$ cat src/rtl/time_set_ctrl.sv
// Digital-clock timekeeper: runs hh:mm:ss on a 1 Hz tick and edits fields via set_shift/set_time.
// Optional field blinking in set mode when TIME_SET_BLINK_EN is defined.
module time_set_ctrl #(
  parameter int HOUR_MAX  = 23,
  parameter int BLINK_DIV = 25_000_000
) (
  input  logic       clk,
  input  logic       rst_n,
  input  logic       tick_1hz,
  input  logic       set_shift,
  input  logic       set_time,
  output logic [4:0] hour,
  output logic [5:0] minute,
  output logic [5:0] second,
  output logic [1:0] field_sel,
  output logic       setting,
  output logic [2:0] blink_mask
);

  typedef enum logic [1:0] {
    RUN      = 2'd0,
    SET_HOUR = 2'd1,
    SET_MIN  = 2'd2,
    SET_SEC  = 2'd3
  } state_t;

  state_t state, nxt_state;

  wire hour_max = (hour == 5'(HOUR_MAX));
  wire min_max  = (minute == 6'd59);
  wire sec_max  = (second == 6'd59);

  always_comb begin
    nxt_state = state;
    if (set_shift) nxt_state = state_t'(state + 2'd1);
  end

  assign field_sel = state;

  // set_shift has priority over both set_time and tick_1hz.
  always_ff @(posedge clk or negedge rst_n) begin
    if (!rst_n) begin
      state   <= RUN;
      setting <= 1'b0;
      hour    <= '0;
      minute  <= '0;
      second  <= '0;
    end else if (set_shift) begin
      state   <= nxt_state;
      setting <= (nxt_state != RUN);
    end else begin
      case (state)
        RUN: if (tick_1hz) begin
          if (sec_max) begin
            second <= '0;
            if (min_max) begin
              minute <= '0;
              hour   <= hour_max ? 5'd0 : hour + 5'd1;
            end else begin
              minute <= minute + 6'd1;
            end
          end else begin
            second <= second + 6'd1;
          end
        end
        SET_HOUR: if (set_time) hour   <= hour_max ? 5'd0 : hour + 5'd1;
        SET_MIN:  if (set_time) minute <= min_max ? 6'd0 : minute + 6'd1;
        SET_SEC:  if (set_time) second <= sec_max ? 6'd0 : second + 6'd1;
        default: ;
      endcase
    end
  end

`ifdef TIME_SET_BLINK_EN
  localparam int CW = (BLINK_DIV > 1) ? $clog2(BLINK_DIV) : 1;

  logic [CW-1:0] blink_cnt, nxt_cnt;
  logic          phase, nxt_phase;
  logic [2:0]    nxt_mask;

  // Any key press restarts the visible half so the edited field shows at once.
  always_comb begin
    nxt_cnt   = blink_cnt + CW'(1);
    nxt_phase = phase;
    if (set_shift || set_time || state == RUN) begin
      nxt_cnt   = '0;
      nxt_phase = 1'b0;
    end else if (blink_cnt == CW'(BLINK_DIV - 1)) begin
      nxt_cnt   = '0;
      nxt_phase = ~phase;
    end
    case (nxt_state)
      SET_HOUR: nxt_mask = {nxt_phase, 2'b00};
      SET_MIN:  nxt_mask = {1'b0, nxt_phase, 1'b0};
      SET_SEC:  nxt_mask = {2'b00, nxt_phase};
      default:  nxt_mask = 3'b000;
    endcase
  end

  always_ff @(posedge clk or negedge rst_n) begin
    if (!rst_n) begin
      blink_cnt  <= '0;
      phase      <= 1'b0;
      blink_mask <= 3'b000;
    end else begin
      blink_cnt  <= nxt_cnt;
      phase      <= nxt_phase;
      blink_mask <= nxt_mask;
    end
  end
`else
  logic unused_blink_div;
  assign unused_blink_div = (BLINK_DIV != 0);
  assign blink_mask       = 3'b000;
`endif

endmodule

$ cat config.mk
export PLATFORM = sky130hd
export DESIGN_NAME = time_set_ctrl
export DESIGN_NICKNAME = d
export VERILOG_FILES = /design/src/rtl/time_set_ctrl.sv
export SDC_FILE = /design/constraint.sdc
export NUM_CORES = 1
export LEC_CHECK = 0
export ABC_AREA = 1
export CAP_MARGIN = 30
export CORE_ASPECT_RATIO = 1.2
export CORE_MARGIN = 2
export CORE_UTILIZATION = 50
export DETAILED_ROUTE_END_ITERATION = 7
export GPL_ROUTABILITY_DRIVEN = 0
export PLACE_DENSITY = 0.88
export SLEW_MARGIN = 15
export SYNTH_ARGS = -nofsm -noshare
export SYNTH_HDL_FRONTEND = slang
export SYNTH_SLANG_ARGS = --single-unit
$ cat constraint.sdc
create_clock -name clk -period 4.15 [get_ports clk]
set_clock_uncertainty 0.1 [all_clocks]
set_input_delay 1.245 -clock clk [delete_from_list [all_inputs] [get_ports clk]]
set_output_delay 1.245 -clock clk [all_outputs]
set_load 0.1 [all_outputs]
==> impl_metrics.ini, run 1 <==
[status]
status = finished, final reports clean

[synthesis]
ys_seq_elements = 20
avgSynthCellArea_um2 = 7.73
ys_seq_area_share_pct = 39.7
netlist_top_cells_area = dfrtp_1 40%, nand2_1 15%, ha_1 7.0%
synth_top_area_cell = dfrtp_1
yosysUniqueCellTypes = 20
syn_area_um2 = 1260
syn_inst = 163
synth_top_area_share_pct = 39.7
yosysWarnings = 0

[route]
drc = 0
drt_iter0_drc = 29
wl_per_cell_um = 11.4
ant_nets = 0
vias = 1136
vias_per_cell = 5.19
wirelength_um = 2490
dr.pass1.iters = 4

[worst_setup_path]
worstPathCellList = clkdlybuf4s50_1
cpPeakStageDelay_ns = 1.16
worstRegToRegCells = 8
cp.required_ns = 2.80
slowest_stage = clkdlybuf4s50_1
crit_fanout = 5
critical_path.n_buffers_inverters = 1
path_depth = 1
crit_family = buffers and inverters
cp-end-kind = output pin
cp-start-kind = flip-flop
worstSetupPathType = reg -> out
worst_ep_arrival_time_ns = 1.90

[clock_tree]
clock_latency_ns = 0.30
cts_num_sinks = 20
clk_pin_slew_worst_paths_ns = 0.11
cts_hold_buf = 0
cts-root-buf = clkbuf_4
h-tree-depth = 1
cts_resized = 0
post_cts.repair.setup_buffers = 0
cts_tree = done
clockBufferDepth = 2
cts_buffers = 3

[final_layout]
antenna_cells = 0
fill_cells = 207
drive_gt1_share_pct = 11.7
areaGrowthSynthToFinish_pct = 21.7
fin_nets = 202
layout.cells.most_common_list = 49 x nand2_1, 21 x inv_1, 20 x dfrtp_1, 19 x clkdlybuf4s50_1, 14 x nand3_1
final_common_cell = nand2_1

[run]
maxCapViolCount = 0

[place]
hpwlAfterDp_um = 1910
portBuffers = 24

[timing]
fin_setup_tns_ns = 0
worstMarginPinSlew_ns = 0.976
drv_slew = 0
fmax_mhz = 308
rsz0062_at_grt = no
hold_violations = 0
min_period_ns = 3.25
setup_viol = 0
max_slew_margin_pct = 34.7
finalCritPeriodShare_pct = 78.3

[worst_hold_path]
min_path_cells = 2
hp-class = reg -> reg

[floorplan]
io_pins = 28
fp.coreArea_um2 = 2330
fp.dieW_um = 49.8
die-area_um2 = 2940
start_util_pct = 54.1
rows = 19
dieHeight_um = 59.0

[global_route]
grt_max_degree = 21
antenna_found_initial = 0
track_usage_pct = 17.7
grt_overflow = 0
grt_pass1_vias = 975
grt_pass1_wl_um = 4080
kinds of logic after synthesis:
family                   count (synthesis)  share of synthesized area [%]
other                                    1                          0.298
adder cells (fa/ha/maj)                  7                           6.95
flip-flops                              20                           39.7
XOR/XNOR                                 5                           3.48
AO/OA/AOI/OAI                           16                           8.04
AND/OR/NAND/NOR                         88                           32.3
buffers and inverters                   26                           9.24
layout make-up:
class	instances	area, µm²	area share, %
Sequential cell	20	500	32.6
Tap cell	31	38.8	2.53
Timing Repair Buffer	25	243	15.8
Inverter	21	78.8	5.14
Multi-Input combinational cell	119	651	42.4
Clock buffer	3	22.5	1.47
cells in the mapped netlist:
library cell / count
nand3b_4: 1
a21oi_2: 1
nand3_1: 14
nand4_1: 10
nor2_1: 7
o21ai_0: 10
nand2_2: 4
buf_6: 1
nor2_2: 1
ha_1: 7
o31ai_1: 1
or2_2: 2
nand2_1: 49
inv_1: 21
conb_1: 1
xor2_1: 5
dfrtp_1: 20
buf_4: 3
o21ai_2: 4
clkbuf_1: 1
worst paths after layout:
check	from	end	slack (ns)
worst max-delay path	second[0]	second[0]	0.90
worst min-delay path	setting	setting	0.41
worst max register to register	field_sel[0]	second[3]	2.28
worst min register to register	setting	setting	0.41
max in group asynchronous	rst_n	second[4]	2.56
min in group asynchronous	rst_n	minute[3]	1.03
metal layers:
layer | routed length (µm) | share of wire, % | vias up | GRT usage, %
li1 | - | - | 575 | -
met1 | 1000 | 40 | 518 | 21.4
met2 | 1320 | 53 | 39 | 32.8
met3 | 130 | 5.2 | 4 | 2.27
met4 | 37 | 1.5 | 0 | 5.95
met5 | 0 | 0 | - | 0
sequential cells by signal, summed over array words and instances, names as in the netlist:
register	cells
minute	6
hour	5
setting	1
field_sel	2
second	6
metrics by stage:
| step | utilization (%) | instances | worst slack (ns) | hold slack [ns] | instance area (µm²) |
|---|---|---|---|---|---|
| after floorplan | - | 165 | 1.80 | 0.849 | 1270 |
| after global routing | 65.8 | 219 | 0.835 | 0.444 | 1530 |
| after CTS | 65.2 | 218 | 0.895 | 0.406 | 1520 |
| after global placement | 64.2 | 215 | 1.25 | 0.377 | 1500 |
| after detailed placement | 64.2 | 215 | 1.24 | 0.372 | 1500 |
| final | 65.8 | 219 | 0.900 | 0.410 | 1530 |
Power of run 1 is left out: the tool's default activity adds up to more than one toggle a clock period on the data nets, which glitch-free logic cannot reach.
==> run 2, diff against run 1 <==
Clock period 4.15 ns to 3.2 ns, I/O delays scaled along.
==> run 2 against run 1 <==
Effect of this change:
- non-clock buffer count unchanged
- worst setup slack better by 0.10 ns
- sequential share of layout area up 0.99 points
- critical path depth did not move
- largest cell class unchanged
==> impl_metrics.ini, run 2 (same netlist as run 1, synthesis figures left out) <==
[worst_hold_path]
hold_end = setting
hp-class = reg -> reg
min_path_cells = 2
hold_start = setting

[timing]
rsz0062_at_grt = no
min_period_ns = 2.20
hold_violations = 0
setup_viol = 0
drv_slew = 0
finalCritPeriodShare_pct = 68.6
fin_setup_tns_ns = 0
fmax_mhz = 455

[route]
drc = 0
vias = 1137
drt_iter0_drc = 18
dr.pass1.iters = 4
ant_nets = 0
vias_per_cell = 5.19
wl_per_cell_um = 11.2
wirelength_um = 2450

[worst_setup_path]
worst_ep_arrival_time_ns = 1.14
cp-end-kind = output pin
r2r-start = field_sel[0]
crit_fanout = 8
cp-start-kind = flip-flop
worstPathCellList = buf_4
worstSetupPathType = reg -> out
slowest_stage = dfrtp_1
rrSetupSlack_ns = 1.39
cpPeakStageDelay_ns = 0.50
critical_path.n_buffers_inverters = 1
crit_family = flip-flops
worstRegToRegCells = 8
cp.required_ns = 2.14
worstReg2RegEnd = hour[4]

[floorplan]
fp.coreArea_um2 = 2330
rows = 19
start_util_pct = 54.1
die-area_um2 = 2940
dieHeight_um = 59.0
io_pins = 28
fp.dieW_um = 49.8

[final_layout]
fin_nets = 202
fin_cells = 219
layout.cells.most_common_list = 49 x nand2_1, 21 x inv_1, 21 x buf_4, 20 x dfrtp_1, 14 x nand3_1
areaGrowthSynthToFinish_pct = 18.2
final_common_cell = nand2_1
reg_top3 = minute (6), second (6), hour (5)
antenna_cells = 0
drive_gt1_share_pct = 19.7

[place]
portBuffers = 24
dp.cells = 216
hpwlAfterDp_um = 1910

[global_route]
track_usage_pct = 19.5
grt_overflow = 0
antenna_found_initial = 0
grt_pass1_wl_um = 4420
grt_max_degree = 21
grt_pass1_vias = 1027

[clock_tree]
clk_pin_slew_worst_paths_ns = 0.10
h-tree-depth = 1
cts-root-buf = clkbuf_4
clock_latency_ns = 0.30
clockBufferDepth = 2
cts_num_sinks = 20
cts_tree = done
cts_buffers = 3
cts_hold_buf = 0
post_cts.repair.setup_buffers = 0
cts_resized = 0

[status]
status = finished, final reports clean

[run]
maxCapViolCount = 0
run 2: cell count changes in the layout (fill, tap and decap cells not counted):
cell,change
buf_4,+16
buf_8,-1
clkdlybuf4s50_1,-15
run 2: how the worst max path moves through the flow:
stage / cells after the start / endpoint / startpoint
after floorplan: 9 / minute[5] / field_sel[0]
after global placement: 7 / hour[4] / set_shift
after detailed placement: 7 / minute[5] / set_shift
after CTS: 1 / hour[2] / hour[2]
after global routing: 6 / minute[5] / set_shift
final: 1 / hour[2] / hour[2]
run 2: metal layers:
metal | vias to the layer above | share of wire, % | track usage (%)
met3 | 4 | 4.0 | 2.53
met2 | 29 | 50 | 32.6
li1 | 578 | - | -
met1 | 526 | 45 | 25.1
met4 | 0 | 1.6 | 9.52
met5 | - | 0 | 0
run 2: final cells by class:
class | count | area (µm²)
fill | 213 | 841
multi-input combinational | 119 | 651
sequential | 20 | 500
timing repair buffer | 25 | 198
inverter | 21 | 78.8
tap | 31 | 38.8
clock buffer | 3 | 22.5
run 2: stage by stage:
| step | util, % | setup WS [ns] | cell area [µm²] | hold slack, ns |
|---|---|---|---|---|
| global placement | 62.9 | 0.853 | 1470 | 0.379 |
| finish | 63.9 | 1.00 | 1490 | 0.403 |
| floorplan | - | 0.849 | 1270 | 0.564 |
| CTS | 63.9 | 1.00 | 1490 | 0.417 |
| global route | 63.9 | 0.923 | 1490 | 0.448 |
| detailed placement | 62.9 | 0.782 | 1470 | 0.391 |
run 2: worst register-to-register path, cell delays in order, from the launching register on:
cell     delay [ns]
dfrtp_1        0.43
inv_1          0.10
ha_1           0.30
nand2_1        0.15
nand2_1        0.06
inv_1          0.15
nand4_1        0.24
nand2_1        0.12
nand2_1        0.05
Power of run 2 is left out for the same reason.
